<file path="src/rtl/frame_buffer_port_if.sv">
// frame_buffer_port_if: pixel read/write requests, frame handshake and RAM port of the frame buffer responder
interface frame_buffer_port_if #(parameter int AW = 17);
  logic          rd_en;
  logic [AW-1:0] rd_addr;
  logic          rd_valid;
  logic [7:0]    rd_r, rd_g, rd_b;
  logic          wr_en;
  logic [AW-1:0] wr_addr;
  logic [7:0]    wr_r, wr_g, wr_b;
  logic          wr_ready;
  logic          overflow;
  logic          frame_ready;
  logic          frame_done;
  logic [AW-1:0] mem_addr;
  logic          mem_re;
  logic          mem_we;
  logic [23:0]   mem_wdata;
  logic [23:0]   mem_rdata;
  modport master (
    output rd_en, rd_addr, wr_en, wr_addr, wr_r, wr_g, wr_b, frame_ready, mem_rdata,
    input  rd_valid, rd_r, rd_g, rd_b, wr_ready, overflow, frame_done, mem_addr, mem_re, mem_we, mem_wdata
  );
  modport slave (
    input  rd_en, rd_addr, wr_en, wr_addr, wr_r, wr_g, wr_b, frame_ready, mem_rdata,
    output rd_valid, rd_r, rd_g, rd_b, wr_ready, overflow, frame_done, mem_addr, mem_re, mem_we, mem_wdata
  );
endinterface

</file>
<file path="src/rtl/frame_buffer_port.sv">
// frame_buffer_port: pixel RAM responder with write queue, read forwarding and frame-done tracking
module frame_buffer_port #(
  parameter int AW         = 17,
  parameter int NUM_PIXELS = 76800,
  parameter int WQ_DEPTH   = 4
) (
  input logic clk,
  input logic reset,
  frame_buffer_port_if.slave bus
);
  localparam int PW = $clog2(WQ_DEPTH);
  typedef struct packed {
    logic [AW-1:0] addr;
    logic [23:0]   data;
  } wq_t;
  wq_t           wq_q [WQ_DEPTH];
  wq_t           wr_ent;
  logic [PW-1:0] head_q, tail_q;
  logic [PW:0]   cnt_q, cnt_d;
  logic          s1_q, s2_q, sel1_q, sel2_q, rd_valid_q, overflow_q, pend_q, done_q;
  logic          mem_re_q, mem_we_q;
  logic [23:0]   fwd1_q, fwd2_q, rd_data_q, mem_wdata_q, fwd_d;
  logic [AW-1:0] mem_addr_q;
  logic          full, rd_in, wr_in, push, pop, sel_d, pend_d, done_d;
  assign wr_ent = {bus.wr_addr, bus.wr_r, bus.wr_g, bus.wr_b};
  assign full   = cnt_q == (PW+1)'(WQ_DEPTH);
  assign rd_in  = bus.rd_en && bus.rd_addr < AW'(NUM_PIXELS);
  assign wr_in  = bus.wr_en && bus.wr_addr < AW'(NUM_PIXELS);
  assign push   = wr_in && !full;
  assign pop    = !rd_in && cnt_q != '0;
  assign cnt_d  = cnt_q + (PW+1)'(push) - (PW+1)'(pop);
  assign pend_d = pend_q || bus.frame_ready;
  assign done_d = pend_d && cnt_d == '0 && !pop && !bus.rd_en && !s1_q && !s2_q;
  // Later matches override earlier ones, so the youngest write wins; out-of-range reads return zero
  always_comb begin
    sel_d = 1'b0;
    fwd_d = '0;
    for (int i = 0; i < WQ_DEPTH; i++)
      if ((PW+1)'(i) < cnt_q && wq_q[head_q + PW'(i)].addr == bus.rd_addr) begin
        sel_d = 1'b1;
        fwd_d = wq_q[head_q + PW'(i)].data;
      end
    if (push && bus.wr_addr == bus.rd_addr) begin
      sel_d = 1'b1;
      fwd_d = wr_ent.data;
    end
    if (!rd_in) begin
      sel_d = 1'b1;
      fwd_d = '0;
    end
  end
  always_ff @(posedge clk)
    if (push) wq_q[tail_q] <= wr_ent;
  always_ff @(posedge clk or negedge reset)
    if (!reset) begin
      head_q      <= '0;
      tail_q      <= '0;
      cnt_q       <= '0;
      s1_q        <= 1'b0;
      s2_q        <= 1'b0;
      sel1_q      <= 1'b0;
      sel2_q      <= 1'b0;
      fwd1_q      <= '0;
      fwd2_q      <= '0;
      rd_valid_q  <= 1'b0;
      rd_data_q   <= '0;
      overflow_q  <= 1'b0;
      pend_q      <= 1'b0;
      done_q      <= 1'b0;
      mem_re_q    <= 1'b0;
      mem_we_q    <= 1'b0;
      mem_addr_q  <= '0;
      mem_wdata_q <= '0;
    end else begin
      if (push) tail_q <= tail_q + 1'b1;
      if (pop) head_q <= head_q + 1'b1;
      cnt_q       <= cnt_d;
      s1_q        <= bus.rd_en;
      s2_q        <= s1_q;
      sel1_q      <= sel_d;
      sel2_q      <= sel1_q;
      fwd1_q      <= fwd_d;
      fwd2_q      <= fwd1_q;
      rd_valid_q  <= s2_q;
      rd_data_q   <= !s2_q ? '0 : sel2_q ? fwd2_q : bus.mem_rdata;
      overflow_q  <= overflow_q || (bus.wr_en && full);
      pend_q      <= pend_d && !done_d;
      done_q      <= done_d;
      mem_re_q    <= rd_in;
      mem_we_q    <= pop;
      mem_addr_q  <= rd_in ? bus.rd_addr : pop ? wq_q[head_q].addr : '0;
      mem_wdata_q <= pop ? wq_q[head_q].data : '0;
    end
  assign bus.wr_ready                  = !full;
  assign bus.rd_valid                  = rd_valid_q;
  assign {bus.rd_r, bus.rd_g, bus.rd_b} = rd_data_q;
  assign bus.overflow                  = overflow_q;
  assign bus.frame_done                = done_q;
  assign bus.mem_re                    = mem_re_q;
  assign bus.mem_we                    = mem_we_q;
  assign bus.mem_addr                  = mem_addr_q;
  assign bus.mem_wdata                 = mem_wdata_q;
endmodule

</file>
<file path="src/flat_wrapper.sv">
// flat-port wrapper written by rule: the top's interface ports become plain ports
module frame_buffer_port_flat 
#(
  parameter int AW         = 17,
  parameter int NUM_PIXELS = 76800,
  parameter int WQ_DEPTH   = 4
)
  (clk, reset, bus_rd_en, bus_rd_addr, bus_wr_en, bus_wr_addr, bus_wr_r, bus_wr_g, bus_wr_b, bus_frame_ready, bus_mem_rdata, bus_rd_valid, bus_rd_r, bus_rd_g, bus_rd_b, bus_wr_ready, bus_overflow, bus_frame_done, bus_mem_addr, bus_mem_re, bus_mem_we, bus_mem_wdata);
  frame_buffer_port_if #(.AW(AW)) bus_i ();
  input logic clk;
  input logic reset;
  input wire logic [$bits(bus_i.rd_en)-1:0] bus_rd_en;
  input wire logic [$bits(bus_i.rd_addr)-1:0] bus_rd_addr;
  input wire logic [$bits(bus_i.wr_en)-1:0] bus_wr_en;
  input wire logic [$bits(bus_i.wr_addr)-1:0] bus_wr_addr;
  input wire logic [$bits(bus_i.wr_r)-1:0] bus_wr_r;
  input wire logic [$bits(bus_i.wr_g)-1:0] bus_wr_g;
  input wire logic [$bits(bus_i.wr_b)-1:0] bus_wr_b;
  input wire logic [$bits(bus_i.frame_ready)-1:0] bus_frame_ready;
  input wire logic [$bits(bus_i.mem_rdata)-1:0] bus_mem_rdata;
  output wire logic [$bits(bus_i.rd_valid)-1:0] bus_rd_valid;
  output wire logic [$bits(bus_i.rd_r)-1:0] bus_rd_r;
  output wire logic [$bits(bus_i.rd_g)-1:0] bus_rd_g;
  output wire logic [$bits(bus_i.rd_b)-1:0] bus_rd_b;
  output wire logic [$bits(bus_i.wr_ready)-1:0] bus_wr_ready;
  output wire logic [$bits(bus_i.overflow)-1:0] bus_overflow;
  output wire logic [$bits(bus_i.frame_done)-1:0] bus_frame_done;
  output wire logic [$bits(bus_i.mem_addr)-1:0] bus_mem_addr;
  output wire logic [$bits(bus_i.mem_re)-1:0] bus_mem_re;
  output wire logic [$bits(bus_i.mem_we)-1:0] bus_mem_we;
  output wire logic [$bits(bus_i.mem_wdata)-1:0] bus_mem_wdata;
  assign bus_i.rd_en = bus_rd_en;
  assign bus_i.rd_addr = bus_rd_addr;
  assign bus_i.wr_en = bus_wr_en;
  assign bus_i.wr_addr = bus_wr_addr;
  assign bus_i.wr_r = bus_wr_r;
  assign bus_i.wr_g = bus_wr_g;
  assign bus_i.wr_b = bus_wr_b;
  assign bus_i.frame_ready = bus_frame_ready;
  assign bus_i.mem_rdata = bus_mem_rdata;
  assign bus_rd_valid = bus_i.rd_valid;
  assign bus_rd_r = bus_i.rd_r;
  assign bus_rd_g = bus_i.rd_g;
  assign bus_rd_b = bus_i.rd_b;
  assign bus_wr_ready = bus_i.wr_ready;
  assign bus_overflow = bus_i.overflow;
  assign bus_frame_done = bus_i.frame_done;
  assign bus_mem_addr = bus_i.mem_addr;
  assign bus_mem_re = bus_i.mem_re;
  assign bus_mem_we = bus_i.mem_we;
  assign bus_mem_wdata = bus_i.mem_wdata;
  frame_buffer_port #(.AW(AW), .NUM_PIXELS(NUM_PIXELS), .WQ_DEPTH(WQ_DEPTH)) u_core (.clk(clk), .reset(reset), .bus(bus_i));
endmodule
</file>
<file path="config.mk">
export PLATFORM = sky130hd
export DESIGN_NAME = frame_buffer_port_flat
export DESIGN_NICKNAME = d
export VERILOG_FILES = /design/src/rtl/frame_buffer_port_if.sv /design/src/rtl/frame_buffer_port.sv /design/src/flat_wrapper.sv
export SDC_FILE = /design/constraint.sdc
export NUM_CORES = 1
export LEC_CHECK = 0
export CELL_PAD_IN_SITES_DETAIL_PLACEMENT = 0
export CELL_PAD_IN_SITES_GLOBAL_PLACEMENT = 1
export CORE_MARGIN = 3
export CORE_UTILIZATION = 50
export DETAILED_ROUTE_END_ITERATION = 7
export GPL_ROUTABILITY_DRIVEN = 0
export PLACE_DENSITY_LB_ADDON = 0.1
export SLEW_MARGIN = 15
export SYNTH_ARGS = -nofsm -noshare
export SYNTH_HDL_FRONTEND = slang
export SYNTH_SLANG_ARGS = --single-unit
export TNS_END_PERCENT = 50
</file>
<file path="constraint.sdc">
create_clock -name clk -period 6.2 [get_ports clk]
set_input_delay 1.24 -clock clk [delete_from_list [all_inputs] [get_ports clk]]
set_output_delay 1.24 -clock clk [all_outputs]
set_load 0.02 [all_outputs]
</file>
# Word-level counts from Yosys, hierarchy flattened

Memories as Yosys holds them, arrays and structs flattened.
Index checks and enable logic that the tools add are counted.
W data, S select, Z words.

Memories: 1
Word-level logic and storage cells: 83
Output and inout port bits: 71
Bits in registers: 130
Bits of input ports: 87
Memory bits (writable): 164

Memories:

| name        | depth | width | read ports | clocked after Yosys merged registers in | write ports | RTL line                | text |
|---|---|---|---|---|---|---|---|
| u_core.wq_q | 4     | 41    | 4          | 0                                       | 1           | frame_buffer_port.sv:16 | `wq_t wq_q [WQ_DEPTH];` |

Reduce and logical (&&, ||, !) cells: 27
Mux-type cells: 19
Equality and inequality tests: 6
$lt $le $gt $ge: 6
Add/sub/neg operators: 6

Operators by type and width:

| cell                   | number |
|---|---|
| $mux W24               | 9 |
| $eq A17 B17 Y1         | 5 |
| $lt A17 B17 Y1 const B | 2 |
| $mux W17               | 2 |
| $logic_and A1 B1 Y1    | 16 |
| $mux W1                | 8 |
| $logic_not A1 Y1       | 7 |
| $lt A1 B3 Y1 const A   | 2 |
| $lt A2 B3 Y1 const A   | 2 |
| $add A2 B1 Y2 const B  | 2 |
| $add A2 B2 Y2 const B  | 2 |
| $add A3 B1 Y3          | 1 |
| $eq A3 B3 Y1 const B   | 1 |
| $logic_not A3 Y1       | 1 |
| $reduce_bool A3 Y1     | 1 |
| $sub A3 B1 Y3          | 1 |
| $logic_or A1 B1 Y1     | 2 |

# Logic depth before layout (Yosys ltp)

Word-level depth: 13
Depth in mapped cells: 17
Gate-level depth less buffers: 15

# Worst setup path before layout

OpenSTA, ideal clock, no wires.

Path type: input to register
From: input bus_rd_addr[11]
To: register u_core.pend_q
Path buffers: 2
Path slack: 2.197 ns
Setup time: 0.124 ns
Data required time: 6.076 ns
Data arrival time: 3.878 ns
Stages: 17
Cells stage by stage: clkbuf_1 a21oi_1 nor2b_1 o31ai_1 nand2_1 inv_1 a21o_1 inv_1 clkbuf_1 ha_1 inv_1 ha_1 inv_1 fa_1 xor2_1 nor3_1 nor2_1

Word-level cells in the longest chain between the ends: 13
Elaborated cells between the ends (all ways): 14
Classes of those cells: add/sub (1); order compare (1); reduce/logical (12)

RTL lines:

| what                              | RTL line                | text |
|---|---|---|
| start, declared                   | flat_wrapper.sv:13      | `input wire logic [$bits(bus_i.rd_addr)-1:0] bus_rd_addr;` |
| $lt A17 B17 Y1                    | frame_buffer_port.sv:27 | `assign rd_in = bus.rd_en && bus.rd_addr < AW'(NUM_PIXELS);` |
| $logic_and A1 B1 Y1               | frame_buffer_port.sv:27 |  |
| $logic_not A1 Y1                  | frame_buffer_port.sv:30 | `assign pop = !rd_in && cnt_q != '0;` |
| $logic_and A1 B1 Y1               | frame_buffer_port.sv:30 |  |
| via u_core.pop                    | frame_buffer_port.sv:24 | `logic full, rd_in, wr_in, push, pop, sel_d, pend_d, done_d;` |
| $sub A3 B1 Y3                     | frame_buffer_port.sv:31 | `assign cnt_d = cnt_q + (PW+1)'(push) - (PW+1)'(pop);` |
| via u_core.cnt_d[2]               | frame_buffer_port.sv:19 | `logic [PW:0] cnt_q, cnt_d;` |
| $logic_not A3 Y1                  | frame_buffer_port.sv:33 | `assign done_d = pend_d && cnt_d == '0 && !pop && !bus.rd_en && !s1_q && !s2_q;` |
| $logic_and A1 B1 Y1 (5 in series) | frame_buffer_port.sv:33 |  |
| via u_core.done_d                 | frame_buffer_port.sv:24 |  |
| $logic_not A1 Y1                  | frame_buffer_port.sv:87 | `pend_q <= pend_d && !done_d;` |
| $logic_and A1 B1 Y1               | frame_buffer_port.sv:87 |  |
| end signal, assigned              | frame_buffer_port.sv:87 |  |
| end, declared                     | frame_buffer_port.sv:20 | `logic s1_q, s2_q, sel1_q, sel2_q, rd_valid_q, overflow_q, pend_q, done_q;` |

The timed path passes the listed nets, and every way through them passes these cells.
A chain may end at the register's enable or synchronous reset.

# Final worst setup path

From: input bus_rd_addr[1]
To: register u_core.fwd1_q[5]

Word-level cells in the longest chain between the ends: 8
Elaborated cells between the ends (all ways): 18
Classes of those cells: order compare (1); eq/ne (5); mux (6); reduce/logical (6)

RTL lines:

| what                   | RTL line                | text |
|---|---|---|
| $eq A17 B17 Y1         | frame_buffer_port.sv:39 | `if ((PW+1)'(i) < cnt_q && wq_q[head_q + PW'(i)].addr == bus.rd_addr) begin` |
| $logic_and A1 B1 Y1    | frame_buffer_port.sv:39 |  |
| $mux W24 (4 in series) | frame_buffer_port.sv:39 |  |
| $mux W24               | frame_buffer_port.sv:43 | `if (push && bus.wr_addr == bus.rd_addr) begin` |
| $mux W24 (*)           | frame_buffer_port.sv:47 | `if (!rd_in) begin` |
| via u_core.fwd_d[5]    | frame_buffer_port.sv:22 | `logic [23:0] fwd1_q, fwd2_q, rd_data_q, mem_wdata_q, fwd_d;` |
| end signal, assigned   | frame_buffer_port.sv:82 | `fwd1_q <= fwd_d;` |
| end, declared          | frame_buffer_port.sv:22 |  |

The timed path passes the listed nets; every way through them passes the cells marked *.

==> results.md <==
- Summed over all nets, the switching power comes to 2.796 mW.
- The total instance count after detailed placement is 1670.
- The detailed router placed 10296 vias in this run.
- The worst pin sits at a relative slew slack of 45.09%.
- Dividing the detail-routed via count by the number of cells gives 5.962.
- In this run the remaining antenna-violating nets after routing total 0.
- Of all nets on the critical path, the largest fanout is 24.
- TritonCTS built the clock tree.
- The area share of the largest cell type after synthesis is 32.82%.
- Setup violations remaining at the end of the flow were counted as 0.
- Walking the worst path, the cells encountered are clkdlybuf4s50_1, xnor2_1, a2111oi_0, o22ai_1, or4_1, nand2b_4, o22ai_1, o21a_1, o31a_1.
- The number of DRC violations after detailed-routing iteration 0 is 817.
- The count of maximum capacitance violations is 0.
- For this run, asynchronously set or reset flops after synthesis account for 44.22%.
- The finished cells cover 0.01779 mm^2.
- OpenSTA, run right after detailed placement, puts the worst setup slack at 1.314 ns.
- The tree is rooted in a sky130_fd_sc_hd__clkbuf_16.
- Sequential elements use 54.49% of the synthesized area.
- The number of hold violations in the final report is 0.
- The register area is 0.008185 mm^2.
- The floorplan has 62 rows.
- The number of max-slew violations in the final report is 0.
- The count of yosys warnings during synthesis is 0.
- Sorting the synthesized cells by area gives the leading types as sky130_fd_sc_hd__edfxtp_1 (33%), sky130_fd_sc_hd__dfrtp_1 (22%), sky130_fd_sc_hd__mux2i_1 (9.9%).
- CTS built an H-tree with a depth of 1.
- The clock period could shrink to 4.414 ns.
- The maximum VDD drop is 0.2903 mV.
- The cell area after placement is 0.01682 mm^2.
- The multi-input combinational cells in the finished layout cover a total of 0.006296 mm^2.
- Yosys mapped a number of flops with a built-in enable equal to 164.
- The HPWL after detailed placement is 25.74 mm.
- Cells with a size suffix above 1 make up 12.30% of the layout.
- The slowest cell on the critical path is sky130_fd_sc_hd__or4_1.
- Clock latency on the worst-skew pair, taken at its later pin, is 0.58 ns.
- For this run the aggregate overflow at the end of global routing stands at 0.
- The required time of the worst setup path is 6.66 ns.
- The width of the die is 179.2 um.
- In the synthesized netlist, the cells that appear most often are sky130_fd_sc_hd__edfxtp_1 (164), sky130_fd_sc_hd__mux2i_1 (149), sky130_fd_sc_hd__dfrtp_1 (130).
- The maximum buffer depth of the clock tree is 3.
- The number of nets in the synthesized netlist is 1298.
- The total track usage is 24.59%.
- The cell type group with the largest total delay on the critical path is compound AO/OA/AOI/OAI gates.
- The utilization after layout is 61.00%.
- Entering global routing, the biggest net connects 80 pins.
- The internal power contribution is 4.895 mW.
- The total of buffers placed on input and output ports is 157.
- The count of clock tree sinks is 294.
- At the pin with the least slew margin, the transition time is 0.8236 ns.
- The most numerous cell type found on the critical path is sky130_fd_sc_hd__o22ai_1.
- The global-route wire length before repair is 59.77 mm.
- Setup repair after global routing left no endpoint under its margin.
- The die area is 0.03213 mm^2.
- Dividing the detail-routed wire length by the instance count gives 23.06 um.
- After detailed routing, the number of remaining DRC violations is 0.
- The post-layout net count is 1415.
- The worst path arrival time is 4.87 ns.
- The number of top-level pins is 158.
- The largest area contributor in the synthesized netlist is sky130_fd_sc_hd__edfxtp_1.
- After layout, the worst path uses 71.20% of the clock period.
- Fill cells in the final layout number 2401.
- Summed over all failing endpoints, the final setup total negative slack is 0 ns.
- Synthesis produced a netlist whose cell count is 1202.
- The net switching fraction of the power is 36.36%.
- The vertical extent of the die is 179.2 um.
- The initial antenna violation count is 3.
- The number of hold-repair buffers added at the cts stage is 0.
- The buffer count from post-CTS setup fixing is 0.
- For this run, the slowest stage of the critical path takes 0.85 ns.
- The synthesis-stage register bit count is 294.
- Once the clock tree was built, the resizer swapped 0 gates to a different size.
- The flow ran to the end, and the final reports show no timing, DRC or antenna violations.
- The routed design has 39.82 mm of wire.
- The worst setup path is launched from an input port.
- The total iterations of the first detailed-routing run is 5.
- The post-synth design cell area is 0.01501 mm^2.
- The most used standard cell by instance count after synthesis is sky130_fd_sc_hd__edfxtp_1.
- The final worst clock skew is 0.01112 ns.
- The number of cells in the finished layout apart from fillers is 1727.
- For this configuration, the core starts out at a cell density of 51.45%.
- The combinational share of power is 41.5%.
- Among all flip-flop cells after synthesis, the most frequent one is sky130_fd_sc_hd__edfxtp_1.
- The relative contribution of sequential cells to total power is 35.4%.
- The core footprint is 0.02917 mm^2.
- The number of global-route vias before repair is 9933.
- The worst setup path is captured at a flop.
- Power spread over the standard cell area amounts to 432.2 mW/mm^2.
- Together, buffers and inverters on the worst path number 1.
- The standby leakage power is 6.854 nW.
- Derived from the worst setup path, the maximum achievable clock frequency is 226.5 MHz.
- In the post-route analysis, the smallest setup slack over all paths is 1.786 ns.
- The area added between synthesis and finish is 18.57%.
- Per report_power, the clock group accounts for 23.2% of the total.
- The setup path with the least slack is of type in -> reg.
- The path class of the tightest hold or removal check is reg -> reg.
- Buffers inserted during clock tree synthesis total 31.
- Yosys mapped the design onto 63 distinct sky130hd cell types.
- A synthesized cell averages 12.48 um^2.
- After clock tree synthesis, the clock-pin slew on the worst setup and hold paths is 0.06 ns.
-- flip-flops by register name, indices dropped and copies added, names as in the netlist, 2 cells and up --
signal / cells
u_core.bus.mem_wdata: 24
u_core.head_q: 2
u_core.fwd2_q: 24
u_core.fwd1_q: 24
u_core.bus.mem_addr: 17
u_core.tail_q: 2
u_core.cnt_q: 3
u_core.rd_data_q: 24
u_core.wq_q: 164
-- cell families after synthesis --
group                      count (synthesis)  share of synthesized area (%)
adders and majority gates                  9                         0.8004
and+or+nand+nor                          221                          7.737
buffers and inverters                    120                          3.735
xor gates and xnor gates                  87                          5.078
AOI/OAI and AO/OA                        248                          10.89
muxes                                    223                          17.27
DFF                                      294                          54.49
-- stage by stage --
stage          hold WS [ns]  power (mW)
5_1_grt              0.3568       8.102
4_1_cts              0.3508       7.726
3_5_place_dp         0.3365       5.927
2_1_floorplan        0.3312       4.941
3_3_place_gp         0.3327       5.912
6_report             0.3498       7.691
-- worst paths after layout --
| kind | start | to | slack [ns] | cells after the start |
|---|---|---|---|---|
| min | u_core.sel1_q$_DFF_PN0_ | u_core.sel2_q$_DFF_PN0_ | 0.35 | 0 |
| max | bus_rd_addr[1] | u_core.fwd1_q[5]$_DFF_PN0_ | 1.79 | 9 |
| min in group asynchronous | reset | u_core.cnt_q[0]$_DFF_PN0_ | 0.72 | 1 |
| max reg2reg | u_core.head_q[0]$_DFFE_PN0P_ | u_core.fwd1_q[2]$_DFF_PN0_ | 1.84 | 9 |
| max in group asynchronous | reset | u_core.bus.mem_wdata[10]$_DFF_PN0_ | 4.30 | 2 |
| min reg2reg | u_core.sel1_q$_DFF_PN0_ | u_core.sel2_q$_DFF_PN0_ | 0.35 | 0 |
-- cells in the final DEF, fill, tap and decap left out, types with 8 or more instances in the layout --
| cell | count |
|---|---|
| sky130_fd_sc_hd__o31ai_1 | 11 |
| sky130_fd_sc_hd__o211ai_1 | 24 |
| sky130_fd_sc_hd__ha_1 | 8 |
| sky130_fd_sc_hd__a22o_1 | 10 |
| sky130_fd_sc_hd__nand3_1 | 21 |
| sky130_fd_sc_hd__a21oi_1 | 59 |
| sky130_fd_sc_hd__clkbuf_1 | 10 |
| sky130_fd_sc_hd__inv_1 | 17 |
| sky130_fd_sc_hd__o22ai_1 | 30 |
| sky130_fd_sc_hd__nand2_1 | 50 |
| sky130_fd_sc_hd__mux2_2 | 50 |
| sky130_fd_sc_hd__xor2_1 | 25 |
| sky130_fd_sc_hd__nor2b_1 | 33 |
| sky130_fd_sc_hd__nor3_1 | 22 |
| sky130_fd_sc_hd__buf_4 | 28 |
| sky130_fd_sc_hd__nand4_1 | 10 |
| sky130_fd_sc_hd__mux2i_1 | 149 |
| sky130_fd_sc_hd__nor2_1 | 39 |
| sky130_fd_sc_hd__o311ai_0 | 11 |
| sky130_fd_sc_hd__clkinv_2 | 8 |
| sky130_fd_sc_hd__and2_1 | 20 |
| sky130_fd_sc_hd__xnor2_1 | 62 |
| sky130_fd_sc_hd__edfxtp_1 | 164 |
| sky130_fd_sc_hd__mux4_2 | 21 |
| sky130_fd_sc_hd__dfrtp_1 | 128 |
| sky130_fd_sc_hd__a31oi_1 | 24 |
| sky130_fd_sc_hd__o21ai_1 | 21 |
| sky130_fd_sc_hd__clkdlybuf4s50_1 | 156 |
| sky130_fd_sc_hd__o21ai_0 | 24 |
| sky130_fd_sc_hd__clkbuf_16 | 31 |
-- power groups by stage --
stage / clock network [mW] / logic, mW / registers, mW
floorplan: 0 / 2.16 / 2.79
global placement: 0 / 3.17 / 2.74
detailed placement: 0 / 3.17 / 2.75
CTS: 1.82 / 3.19 / 2.72
global route: 1.90 / 3.45 / 2.76
finish: 1.78 / 3.19 / 2.72
-- cell type report --
cell class / instances / area share [%]
clock inverter: 13 / 0.7524
multi-input combinational: 788 / 35.38
tap: 384 / 2.700
clock buffer: 43 / 4.725
antenna: 1 / 0.01406
inverter: 19 / 0.4008
sequential: 294 / 46.00
timing repair buffer: 185 / 10.02
-- routing by layer --
metal	GRT usage (%)	routed length, um	vias up	share of wire, %
li1	-	-	4741	-
met1	37.64	18150	5063	46
met5	0	26	-	0.065
met4	5.380	798	4	2.0
met2	36.27	17170	427	43
met3	5.083	3670	61	9.2
No activity file was read; power rests on OpenSTA's default activity.
